===== config.mk =====
export PLATFORM = sky130hd
export DESIGN_NAME = carga_serial_red
export DESIGN_NICKNAME = d
export VERILOG_FILES = /design/src/rtl/carga_serial_red.sv
export SDC_FILE = /design/constraint.sdc
export NUM_CORES = 1
export LEC_CHECK = 0
export CAP_MARGIN = 10
export CORE_AREA = 3 3 40 42
export DETAILED_ROUTE_END_ITERATION = 10
export DIE_AREA = 0 0 43 45
export PLACE_DENSITY_LB_ADDON = 0.2
export SYNTH_ARGS = -nofsm -noshare
export SYNTH_HDL_FRONTEND = slang
export SYNTH_SLANG_ARGS = --single-unit

===== constraint.sdc =====
create_clock -name clk -period 3.1 [get_ports clk]
set_clock_uncertainty 0.2 [all_clocks]
set_input_delay 0.62 -clock clk [delete_from_list [all_inputs] [get_ports clk]]
set_output_delay 0.62 -clock clk [all_outputs]
set_load 0.05 [all_outputs]

===== src/rtl/carga_serial_red.sv =====
// Bit-serial operand loader and result capture stage for the iterative comparison network.
// Shifts in A/B MSB first, freezes them for one evaluation cycle, then holds Z until acknowledged.
module carga_serial_red #(
    parameter int unsigned N = 4
) (
    input  logic         clk,
    input  logic         reset,
    input  logic         bit_valid,
    input  logic         a_bit,
    input  logic         b_bit,
    output logic         bit_ready,
    output logic [N-1:0] A,
    output logic [N-1:0] B,
    input  logic         Zin,
    output logic         Z,
    output logic         z_valid,
    input  logic         res_ack
);

    localparam int unsigned CW = (N > 2) ? $clog2(N) : 1;

    typedef enum logic [1:0] {
        RECV = 2'd0,
        EVAL = 2'd1,
        HOLD = 2'd2
    } state_t;

    state_t          r_state;
    state_t          w_next_state;
    logic [CW-1:0]   r_cnt;
    logic [N-1:0]    r_a;
    logic [N-1:0]    r_b;
    logic            r_z;
    logic            r_bit_ready;
    logic            r_z_valid;
    logic            w_accept;
    logic            w_last_bit;

    assign w_accept   = (r_state == RECV) && bit_valid;
    assign w_last_bit = (r_cnt == CW'(N - 1));

    // State register
    always_ff @(posedge clk) begin
        if (reset) begin
            r_state <= RECV;
        end else begin
            r_state <= w_next_state;
        end
    end

    // Next-state logic
    always_comb begin
        w_next_state = r_state;
        case (r_state)
            RECV: begin
                if (w_accept && w_last_bit) begin
                    w_next_state = EVAL;
                end
            end
            EVAL: begin
                w_next_state = HOLD;
            end
            HOLD: begin
                if (res_ack) begin
                    w_next_state = RECV;
                end
            end
            default: begin
                w_next_state = RECV;
            end
        endcase
    end

    // Handshake flags are registered copies of the decode of the upcoming state
    always_ff @(posedge clk) begin
        if (reset) begin
            r_bit_ready <= 1'b1;
            r_z_valid   <= 1'b0;
        end else begin
            r_bit_ready <= (w_next_state == RECV);
            r_z_valid   <= (w_next_state == HOLD);
        end
    end

    // Operand shift registers and bit counter
    always_ff @(posedge clk) begin
        if (reset) begin
            r_a   <= '0;
            r_b   <= '0;
            r_cnt <= '0;
        end else if (w_accept) begin
            r_a   <= {r_a[N-2:0], a_bit};
            r_b   <= {r_b[N-2:0], b_bit};
            r_cnt <= w_last_bit ? '0 : r_cnt + CW'(1);
        end
    end

    // Network result is only meaningful once A/B have been stable for the EVAL cycle
    always_ff @(posedge clk) begin
        if (reset) begin
            r_z <= 1'b0;
        end else if (r_state == EVAL) begin
            r_z <= Zin;
        end
    end

    assign A         = r_a;
    assign B         = r_b;
    assign Z         = r_z;
    assign bit_ready = r_bit_ready;
    assign z_valid   = r_z_valid;

endmodule

Word-level counts from Yosys, hierarchy flattened

Index checks and enable logic that the tools add are counted.

Logic and storage cells: 20
Register bits after elaboration: 15
Input bits: 7
Output and inout port bits: 11

Muxes and demuxes: 4
$add $sub $neg: 1
Reduce and logical (&&, ||, !) cells: 4
Equality and inequality tests: 4

Operators by type and width:

| kind                | number |
|---|---|
| $eq 2x2->1 const B  | 3 |
| $mux 2              | 3 |
| $pmux 2 s3          | 1 |
| $logic_not 2->1     | 2 |
| $add 2x1->2 const B | 1 |
| $eq 2x1->1 const B  | 1 |
| $logic_and 1x1->1   | 2 |

Logic depth before layout (Yosys ltp)

Gate-level depths: netlist of the first run.

Word-level depth: 6
Depth in mapped cells: 4
Depth with buffers taken out: 4

Least setup slack after synthesis of the first run

No wires, ideal clock.

Kind: input to register
Start: input port bit_valid
End: register r_cnt[0]
Setup time: 70 ps
Required time: 2830 ps
Path buffers: 0
Setup slack: 1472 ps
Stages on the path: 3
Arrival: 1359 ps
Cell sequence: or3b_1 > or3_1 > a21oi_1

Longest elaborated chain between the ends: 1

RTL lines:

| element              | line | text |
|---|---|---|
| from (decl)          | 8    | `input logic bit_valid,` |
| $logic_and 1x1->1    | 39   | `assign w_accept = (r_state == RECV) && bit_valid;` |
| to (signal assigned) | 94   | `r_cnt <= w_last_bit ? '0 : r_cnt + CW'(1);` |
| to (decl)            | 30   | `logic [CW-1:0] r_cnt;` |

No other way between the ends.
A chain may end at the register's enable or synchronous reset.

Final worst setup path of the first run

Start: register r_b[0], in the netlist B[0]
End: output port B[0]

RTL lines:

| element                | line | text |
|---|---|---|
| from (decl)            | 32   | `logic [N-1:0] r_b;` |
| from (signal assigned) | 93   | `r_b <= {r_b[N-2:0], b_bit};` |
| to (decl)              | 13   | `output logic [N-1:0] B,` |

No word-level cell between the ends.

==> run summary, run 1 <==
The clock network latency to the later pin of the worst-skew pair is between 0.2 and 0.3 ns. The setup violation total in the final timing report came out at 0. The reg2reg setup slack came out at between 1 and 1.5 ns.

The power share of the clock group is a little under a third. The slowest cell on the critical path is clkdlybuf4s50_1. The initial core utilization is 41.7%. The path depth of the worst reg2reg path is 3.

The startpoint identified for the worst hold timing path is B[3]. The flow ran to the end, and the final reports show no timing, DRC or antenna violations. The library cell used most frequently in the layout, excluding fill and tap cells, is nand2_1. The cell area after technology mapping came out at 536 µm².

The die is ~45 µm tall. The number of nets in the layout came out at 90. Global routing finished with a remaining overflow of 0.

The worst setup path is of the flip-flop to primary output kind. In the global route stage, met2 resource usage came out at about 17%. The cell depth of the worst hold path came out at 2. The accumulated negative setup slack came out at 0 ns.

The worst vdd rail ir drop is between 0.2 and 0.25 mV. Cells with a size suffix above 1 make up 6.17% of the layout. The floorplan has 13 rows.

After detailed routing, the number of remaining DRC violations is 0. The number of setup buffers added after CTS came out at 0. Gates resized during post-CTS repair numbered 0. Yosys printed 0 warnings. The required arrival time at the worst endpoint came out at ~2.3 ns. The filler cells instantiated in the layout total between 100 and 150. The sequential element share of the synthesized area is between 50 and 60%.

The post-layout total power is between 300 and 400 µW. Global routing used 15.7% of the available met1 tracks. The number of storage elements in the synthesis netlist is 15. The routed via count came out at roughly 440. The area taken by multi-input logic gates came out at 228 µm². The TritonCTS clock tree is yes. The horizontal die dimension is around 43 µm. Summed over all nets, the switching power comes to ~85 µW. Sequential cells account for between 50% and 60% of the total power. The area inside the core boundary came out at between 1000 and 1500 µm². During I/O placement, the number of pins put on the boundary was 18. The number of design-rule violations left by the first detailed-router iteration is 13. For the worst setup path, the data arrival time is 1.45 ns. Across the whole layout, storage elements account for about 300 µm². The global routing met3 resource utilization is 4.38%. The total of hold buffers inserted after clock tree synthesis is 0. The class of the tightest hold or removal check is flip-flop to flip-flop. The startpoint identified for the worst register-to-register timing path is r_state[1].

The worst setup path is captured at a primary output. The pin count of the biggest net entering global routing is 16. Setup repair after global routing left no endpoint under its margin.

The remaining antenna violation count is 0. The max-cap violation count came out at 0. The clock passes through at most 2 buffers. The initial antenna violation count is 0. The max-slew violation count came out at 0. Synthesis produced just over 60 cells. The final hold violation count came out at 0. Grouping stages by cell kind, the critical path spends the most delay in buffers and inverters. The post-layout instance area is 743 µm². The power density normalized to cell area came out at ~470 nW/µm². In this run the tightest slew margin relative to its limit is ~64%. The final critical path time including I/O delays and setup came out at 2.27 ns. The congestion estimate from routability-driven global placement came to around 0.7. Traced cell by cell, the critical path runs through clkdlybuf4s50_1. After layout, the worst path uses 73.3% of the clock period. The overall global routing resource usage came out at approximately an eighth.

CTS built an H-tree with a depth of 1. The total wire length came out at ~1000 µm. The number of global-route vias before repair came out at 427. The overall die area is approximately 1900 µm².

The total CTS buffers came out at 3. Averaged over all synthesized cells, the footprint is approximately 8.6 µm². The netlist uses 14 different library cells. The number of buffers and inverters on the critical path is 1. The kind of start point of the critical path is a flip-flop. In the post-route analysis, the smallest setup slack over all paths is between 0.8 and 0.9 ns. At the pin with the least slew margin, the transition time is around 0.54 ns. The layout overhead on the synthesized area came out at 38.8%. The post-synth net total is 70. The total iterations of the first detailed-routing run came out at 4.

The average routed wire per standard cell is 10.5 µm. The placed cell area came out at approximately 700 µm². Buffers placed on the I/O ports in this run total 17. The antenna diode count is 0.

In this run the static leakage power is about 0.27 nW. In this run the worst path has a maximum fanout of 3. The maximum clock frequency is about 440 MHz. The mean number of vias per cell is about 4.6. The largest stage delay on the critical path came out at 0.81 ns. The first-pass GRT wire length came out at between 1500 and 2000 µm.

The switching portion of total power came out at around 24%. The top cell types in the final layout, fill and taps aside, are nand2_1, clkdlybuf4s50_1, dfxtp_1, a21oi_1, clkbuf_4. Cell internal power was estimated by the tool at approximately 260 µW.

Prior to clock tree synthesis, the placed netlist has a worst setup slack of slightly above 0.7 ns. The core occupancy in the finished layout is between 50% and 60%. The layer flagged by global routing as most heavily used is met2. The capture endpoint of the worst hold path is B[3]. The HPWL after detailed placement came out at about 700 µm. The proportion of power drawn by combinational gates came out at a little under an eighth.

The endpoint identified for the worst register-to-register timing path is r_cnt[0]. The clock-pin slew reported for the worst setup and hold paths after clock tree synthesis is 0.09 ns. CTS placed an instance of clkbuf_4 at the clock tree root. The tree built by TritonCTS fans out to 15 sinks.
## stage by stage
step,hold WS (ns),std cells
after detailed placement,0.258,92
after global routing,0.294,96
after global placement,0.246,92
after CTS,0.271,96
after floorplan,0.240,62
final,0.269,96
## tightest hold or removal path, cell delays in order, from the launching register on
cell,delay [ns]
dfxtp_1,0.32
nand2_1,0.06
a21oi_1,0.05
## power by group through the flow
stage	sequential (mW)	clock, mW	combinational, mW
2_1_floorplan	0.216	0	0.0132
3_3_place_gp	0.206	0	0.0402
3_5_place_dp	0.206	0	0.0402
4_1_cts	0.201	0.115	0.0403
5_1_grt	0.202	0.123	0.0434
6_report	0.201	0.108	0.0400
## synth_stat cells
| cell type | instances | share of area [%] |
|---|---|---|
| or3_1 | 1 | 1.2 |
| ha_1 | 1 | 2.3 |
| nor2_1 | 2 | 1.4 |
| or2_2 | 1 | 1.2 |
| nor3b_2 | 1 | 2.3 |
| nor4_1 | 1 | 1.2 |
| a21o_1 | 1 | 1.4 |
| a21oi_1 | 13 | 12 |
| mux2i_1 | 1 | 1.9 |
| clkbuf_1 | 2 | 1.4 |
| nand2_1 | 21 | 15 |
| dfxtp_1 | 15 | 56 |
| or3b_1 | 1 | 1.6 |
| nand2b_1 | 1 | 1.2 |
## worst max-delay path by stage
stage          depth (start not counted)       end  slack (ns)      start
2_1_floorplan                          3  r_cnt[0]        1.47  bit_valid
3_3_place_gp                           4  r_cnt[0]        0.72  bit_valid
3_5_place_dp                           4  r_cnt[0]        0.71  bit_valid
4_1_cts                                1      B[2]        0.80       B[2]
5_1_grt                                1      B[2]        0.74       B[2]
6_report                               1      B[0]        0.83       B[0]
## cell type report
cell class,count,area share (%)
Timing Repair Buffer,17,22.9
Tap cell,15,2.53
Clock buffer,4,3.54
Sequential cell,15,40.4
Multi-Input combinational cell,45,30.6
## sequential cells by signal (all words and copies together) (netlist names)
register and flops:
bit_ready 1, B 4, r_cnt 2, Z 1
z_valid 1, A 4, r_state 2
## routing by layer
layer / wire length [µm] / vias up / share of wire (%)
met5: 0 / - / 0
met4: 13 / 0 / 1.3
met3: 40 / 2 / 4.0
met2: 463 / 6 / 46
met1: 494 / 191 / 49
li1: - / 245 / -
## cell families (layout without fill, tap and decap cells)
kind of cell,Yosys count,count (layout),share of synthesized area (%)
AND/OR/NAND/NOR,29,29,24.8
flip-flops,15,15,56.1
AO/OA/AOI/OAI,14,14,13.6
buffers and inverters,2,21,1.40
adder cells (fa/ha/maj),1,1,2.34
multiplexers,1,1,1.87
Power figures use the tool's default switching activity.
==> inputs of run 2 (changes only) <==
Settings changed: CORE_AREA 3 3 40 42 to default, CORE_MARGIN from default to 3, CORE_UTILIZATION from default to 37, DIE_AREA 0 0 43 45 to default.
Clock period 3.1 ns to 1.9 ns, I/O delays scaled along.
==> run summary, run 2 (same netlist as run 1, synthesis figures left out) <==
The flow ran to the end, and the final reports show no timing, DRC or antenna violations. The antenna diode count came out at 0. In this run the most used layer during global routing was met2. In the post-route analysis, the smallest setup slack over all paths is 0.294 ns.

For the worst setup path, the data arrival time is approximately 1.6 ns. The core occupancy in the finished layout is between 50% and 60%. Grouping stages by cell kind, the critical path spends the most delay in simple AND/OR/NAND/NOR gates. The maximum clock frequency is 623 MHz. The reg2reg setup slack is between 0.4 and 0.5 ns. The layout overhead on the synthesized area is 39.5%. The critical path goes through clkdlybuf4s50_1 > or3b_1 > or3_1 > a21oi_1. The horizontal die dimension is approximately 44 µm.

The overflow left after global routing came out at 0. Setup repair after global routing left no endpoint under its margin. The routed via count is approximately 460. The largest single stage delay on the critical path is 0.47 ns.

At the pin with the least slew margin, the transition time is between 0.2 and 0.25 ns. The number of design-rule violations left by the first detailed-router iteration is 9. The total CTS buffers came out at 3.

The die covers approximately 1900 µm². The overall global routing resource usage is a little under an eighth. On the critical path, the stage with the largest delay is an instance of clkdlybuf4s50_1. The count of instances resized after the clock tree is built is 0.

The static leakage power came out at about 0.32 nW. The largest fanout on the critical path is 2. The post-route netlist has between 20% and 30% of its cells at a drive strength greater than 1. Counting cells, the worst reg-to-reg path comes to 3.

The tightest min-delay check is of the flip-flop to flip-flop type. The remaining routing DRC violations is 0. The setup slack after placement came out at -0.00815 ns. The met1 track demand over resource in global routing came out at between 15 and 20%. Dividing the detail-routed wire length by the instance count gives around 10 µm. The count of nets left with antenna violations once routing finished came out at 0. Data on the critical path is required at its endpoint by between 1.5 and 2 ns. Leaving out fill and tap cells, the most frequent cells in the layout are nand2_1, dfxtp_1, buf_4, a21oi_1, clkdlybuf4s50_1.

The max-cap violation count came out at 0. The total of hold buffers inserted after clock tree synthesis is 0. The number of top-level pins came out at 18. The number of global-route vias before repair came out at 410. On the final layout, the worst hold slack is about 0.26 ns. The leading cell type in the layout, fill and taps excluded is nand2_1.

The worst vdd rail ir drop is 0.422 mV. The number of nets in the layout came out at 94. In this run the core area contains 13 standard-cell rows. Entering global routing, the biggest net connects 11 pins. The max-slew violation count came out at 0. The number of buffers on the longest clock path came out at 2. The kind of start point of the critical path is an input port. The initial antenna violation count was 0. The number of buffers and inverters on the critical path is 1. The met2 routing resource usage after global routing is 16.3%.

The number of setup buffers added after CTS is 0. The core region is between 1000 and 1500 µm². The first-pass GRT wire length is between 1500 and 2000 µm.

The area taken by multi-input logic gates is around 230 µm². The number of filler instances in the final layout is approximately 130. The worst setup path is captured at a flip-flop.

The final critical path time including I/O delays and setup is 1.61 ns. Summed over all failing endpoints, the final setup total negative slack is 0 ns. Clock-pin slew was measured on the worst setup and hold paths at 0.10 ns. The weighted congestion reported at the end of routability-driven placement came out at just over 0.7. The initial core utilization came out at about two fifths.

The clock network latency to the later pin of the worst-skew pair came out at 0.28 ns. Summing all flip-flop and latch instances after layout gives 300 µm². The HPWL after detailed placement came out at ~730 µm. The height of the die came out at 44.0 µm. The CTS root buffer is clkbuf_4. The final critical path takes up between 80% and 90% of the cycle. The total iterations of the first detailed-routing run is 3.

The critical path depth came out at 4. The mean number of vias per cell came out at roughly 4.6. In this run the number of H-tree levels came out at 1. The cell depth of the worst hold path is 2.

The setup violation total in the final timing report came out at 0. The type of the setup path with the least slack is input port to flip-flop. The worst-case headroom to the max-slew limit is roughly 85%. The count of port buffers added during placement came out at 17. The power density normalized to cell area is 777 nW/µm². The final hold violation count came out at 0. The routed design has ~1000 µm of wire. TritonCTS built the clock tree. For this design, the sink count on the clock tree is 15.

The global routing met3 resource utilization came out at about 2.4%.
[run 2: changes by cell type in the layout (fill, tap and decap cells not counted), sizes merged]
cell / delta
clkinv: +1
buf: +15
clkdlybuf4s50: -11
clkbuf: -1
[run 2: area by class of cell]
cell class | count | area share [%]
clock buffers | 3 | 3.02
clock inverters | 1 | 0.670
multi-input cells | 45 | 30.5
flip-flops and latches | 15 | 40.2
well taps | 15 | 2.51
repair buffers | 21 | 23.1
[run 2: per-stage QoR]
stage / total power [mW] / cell area [µm²] / instances
4_1_cts: 0.586 / 747 / 100
5_1_grt: 0.607 / 747 / 100
2_1_floorplan: 0.374 / 536 / 62
6_report: 0.580 / 747 / 100
3_3_place_gp: 0.406 / 719 / 96
3_5_place_dp: 0.407 / 719 / 96
[run 2: path summary, 6_finish.rpt]
| path | from | endpoint |
|---|---|---|
| max | bit_valid | r_cnt[0] |
| min | A[3] | A[3] |
| max reg2reg | r_state[1] | r_cnt[0] |
| min reg2reg | A[3] | A[3] |
[run 2: tightest hold or removal path: cells and delay by family (launching register included)]
family	cells	cell delay (ns)
flops	1	0.32
simple gates	1	0.05
compound gates	1	0.05
[run 2: per-layer routing]
layer	vias up	wire length (µm)	share of wire (%)
li1	253	-	-
met3	0	62	6.0
met2	10	482	46
met5	-	0	0
met4	0	0	0
met1	199	497	48
[run 2: report_power, final]
group	total [mW]	leakage, nW	switching (mW)	internal, mW
Clock	0.182	0.0177	0.104	0.0781
Sequential	0.328	0.122	0.00572	0.323
Combinational	0.0703	0.176	0.0390	0.0312
==> inputs of run 3 (changes only) <==
Clock period 1.9 ns to 1.3 ns, I/O delays scaled along.
==> run summary, run 3 (same netlist as run 1, synthesis figures left out) <==
The weighted congestion reported at the end of routability-driven placement is around 0.75. The worst setup path is launched from a flip-flop. The overall die area came out at 1940 µm².

The clock sink count came out at 15. The maximum clock frequency is between 700 and 800 MHz. The number of nets in the layout is just under 100.

Setup repair after global routing could not meet its margin everywhere. In this run the clock root is driven by a clkbuf_4. The arrival time reported for the critical path endpoint is around 1.4 ns.

The final hold violation count is 0. In this design, the stage delay of the slowest critical-path cell is ~0.39 ns. The worst setup path is of the flip-flop to flip-flop kind. The routed via count came out at between 400 and 500.

The initial utilization of the core area, before any placement, comes to 40.2%. Walking the worst path, the cells encountered are or3b_4 > or3_1 > a21oi_1. The horizontal die dimension is ~44 µm. The startpoint identified for the worst register-to-register timing path is r_state[1]. The max-slew violation count is 0.

The remaining routing DRC violations came out at 0. In this run the tightest slew margin relative to its limit is about 80%. For this design, the slowest cell found on the critical path is or3b_4. The number of filler instances in the final layout is 96. Global routing finished with a remaining overflow of 0.

The cell row count came out at 13. The antenna diode count came out at 0. In this run, placement finished with an instance count of between 90 and 100. The fraction of layout cells with a size suffix above 1 is 46.1%. At the worst endpoint, the required time is between 1 and 1.5 ns. The post-layout total power came out at slightly below 900 µW. The area inside the core boundary is about 1300 µm².

The clock passes through at most 2 buffers. In this run the static leakage power is between 0.3 and 0.4 nW. Clock-pin slew was measured on the worst setup and hold paths at about 0.09 ns. The number of design-rule violations left by the first detailed-router iteration came out at 3. The final worst slack is -0.0897 ns. In this run the register-to-register setup slack is -0.09 ns.

The share of the clock period used by the worst path after layout came out at 107%. The count of port buffers added during placement is 17. In this run the power density over the cells is between 900 and 1000 nW/µm². Of all nets on the critical path, the largest fanout is 2. Global routing consumed, over all layers together, about 14% of the routing resources.

The total CTS buffers came out at 3. Across the run, the number of max-cap violations was 0. Clock latency on the worst-skew pair, taken at its later pin, is between 0.2 and 0.3 ns. From bottom edge to top edge, the die measures ~44 µm.

The wire-length estimate of the detail-placed layout is about 870 µm. In the final routed layout, each cell accounts on average for 11.9 µm. The depth of the CTS H-tree came out at 1. The core occupancy in the finished layout is 73.1%.

The final critical path time including I/O delays and setup came out at around 1.4 ns. Measured in cells, the most critical reg-to-reg path has a length of 3. The slew at the pin closest to its max-slew limit came out at 0.295 ns. The first detailed-routing pass took 2 iterations.

Setup violations remaining at the end of the flow were counted as 11. Leaving out fill and tap cells, the most frequent cell in the layout is nand2_1. The run finished, with violations left. TritonCTS built the clock tree. Relative to the synthesized area, the layout overhead comes to 82.0%.

The count of non-filler cells in the finished layout came out at roughly 100. The class of the tightest hold or removal check is flip-flop to flip-flop. In this run the remaining antenna-violating nets after routing total 0. The checks that failed: setup timing. The number of global-route vias before repair came out at about 480. The total of hold buffers inserted after clock tree synthesis came out at 0.

The number of top-level pins is 18. The worst setup path is captured at a flip-flop. The accumulated negative setup slack is -0.342 ns. In this run the critical register-to-register path is captured at r_cnt[0]. In this run the most critical hold path is launched from r_cnt[0]. The first global-routing pass estimated between 1500 and 2000 µm of wire.

The capture endpoint of the worst hold path is r_cnt[0]. VDD sags by at most between 0.8 and 0.9 mV. At the placement stage, the worst setup path has a slack of -0.502 ns. The routed design has about 1200 µm of wire. The library cells used most frequently in the layout, excluding fill and tap cells, are nand2_1, buf_12, dfxtp_2, a21oi_1. The initial antenna violation count came out at 0.

Along the worst hold path, the cell count comes to 2. The pin count of the biggest net entering global routing came out at 11. In the routed layout, each cell is associated on average with a via count of roughly 4.8.
-- run 3: worst max path at each step --
stage                     slack [ns]  depth (start not counted)       end  startpoint
after floorplan                -0.07                          3  r_cnt[0]  r_state[0]
after global placement         -0.48                          4  r_cnt[0]   bit_valid
after global routing           -0.15                          3  r_cnt[0]  r_state[0]
after detailed placement       -0.50                          4  r_cnt[0]   bit_valid
after CTS                      -0.16                          3  r_cnt[0]  r_state[1]
final                          -0.09                          3  r_cnt[0]  r_state[1]
-- run 3: area by class of cell --
| type | count | area (µm²) | share of cell area (%) |
|---|---|---|---|
| Sequential cell | 15 | 315 | 32.3 |
| Timing Repair Buffer | 25 | 359 | 36.8 |
| Multi-Input combinational cell | 45 | 254 | 26.1 |
| Tap cell | 15 | 18.8 | 1.93 |
| Clock inverter | 1 | 5.00 | 0.513 |
| Clock buffer | 3 | 22.5 | 2.31 |
-- run 3: metrics by stage --
stage,area [µm²],hold WS [ns]
floorplan,541,0.129
global placement,893,0.242
detailed placement,893,0.272
CTS,937,0.270
global route,975,0.286
finish,975,0.277
-- run 3: metal layers --
metal	global-route usage [%]	share of wire, %
met1	17.9	41
met2	20.6	52
met3	5.69	5.6
met4	5.42	0.97
met5	0	0
-- run 3: critical path, delay by kind of cell (launching register included) --
family	cells	cell delay [ns]
compound gates	1	0.12
simple gates	2	0.70
flops	1	0.32
-- run 3: timing repair --
item                       in CTS  in global routing
setup endpoints to repair      16                 16
pin swaps                       3                  2
resized for setup               7                 15
buffers inserted                1                  0
cloned                          0                  1
-- run 3: power breakdown --
| group | internal (mW) | switching, mW |
|---|---|---|
| Combinational | 0.0769 | 0.0657 |
| Sequential | 0.471 | 0.0122 |
| Clock | 0.114 | 0.144 |
| Total | 0.662 | 0.222 |
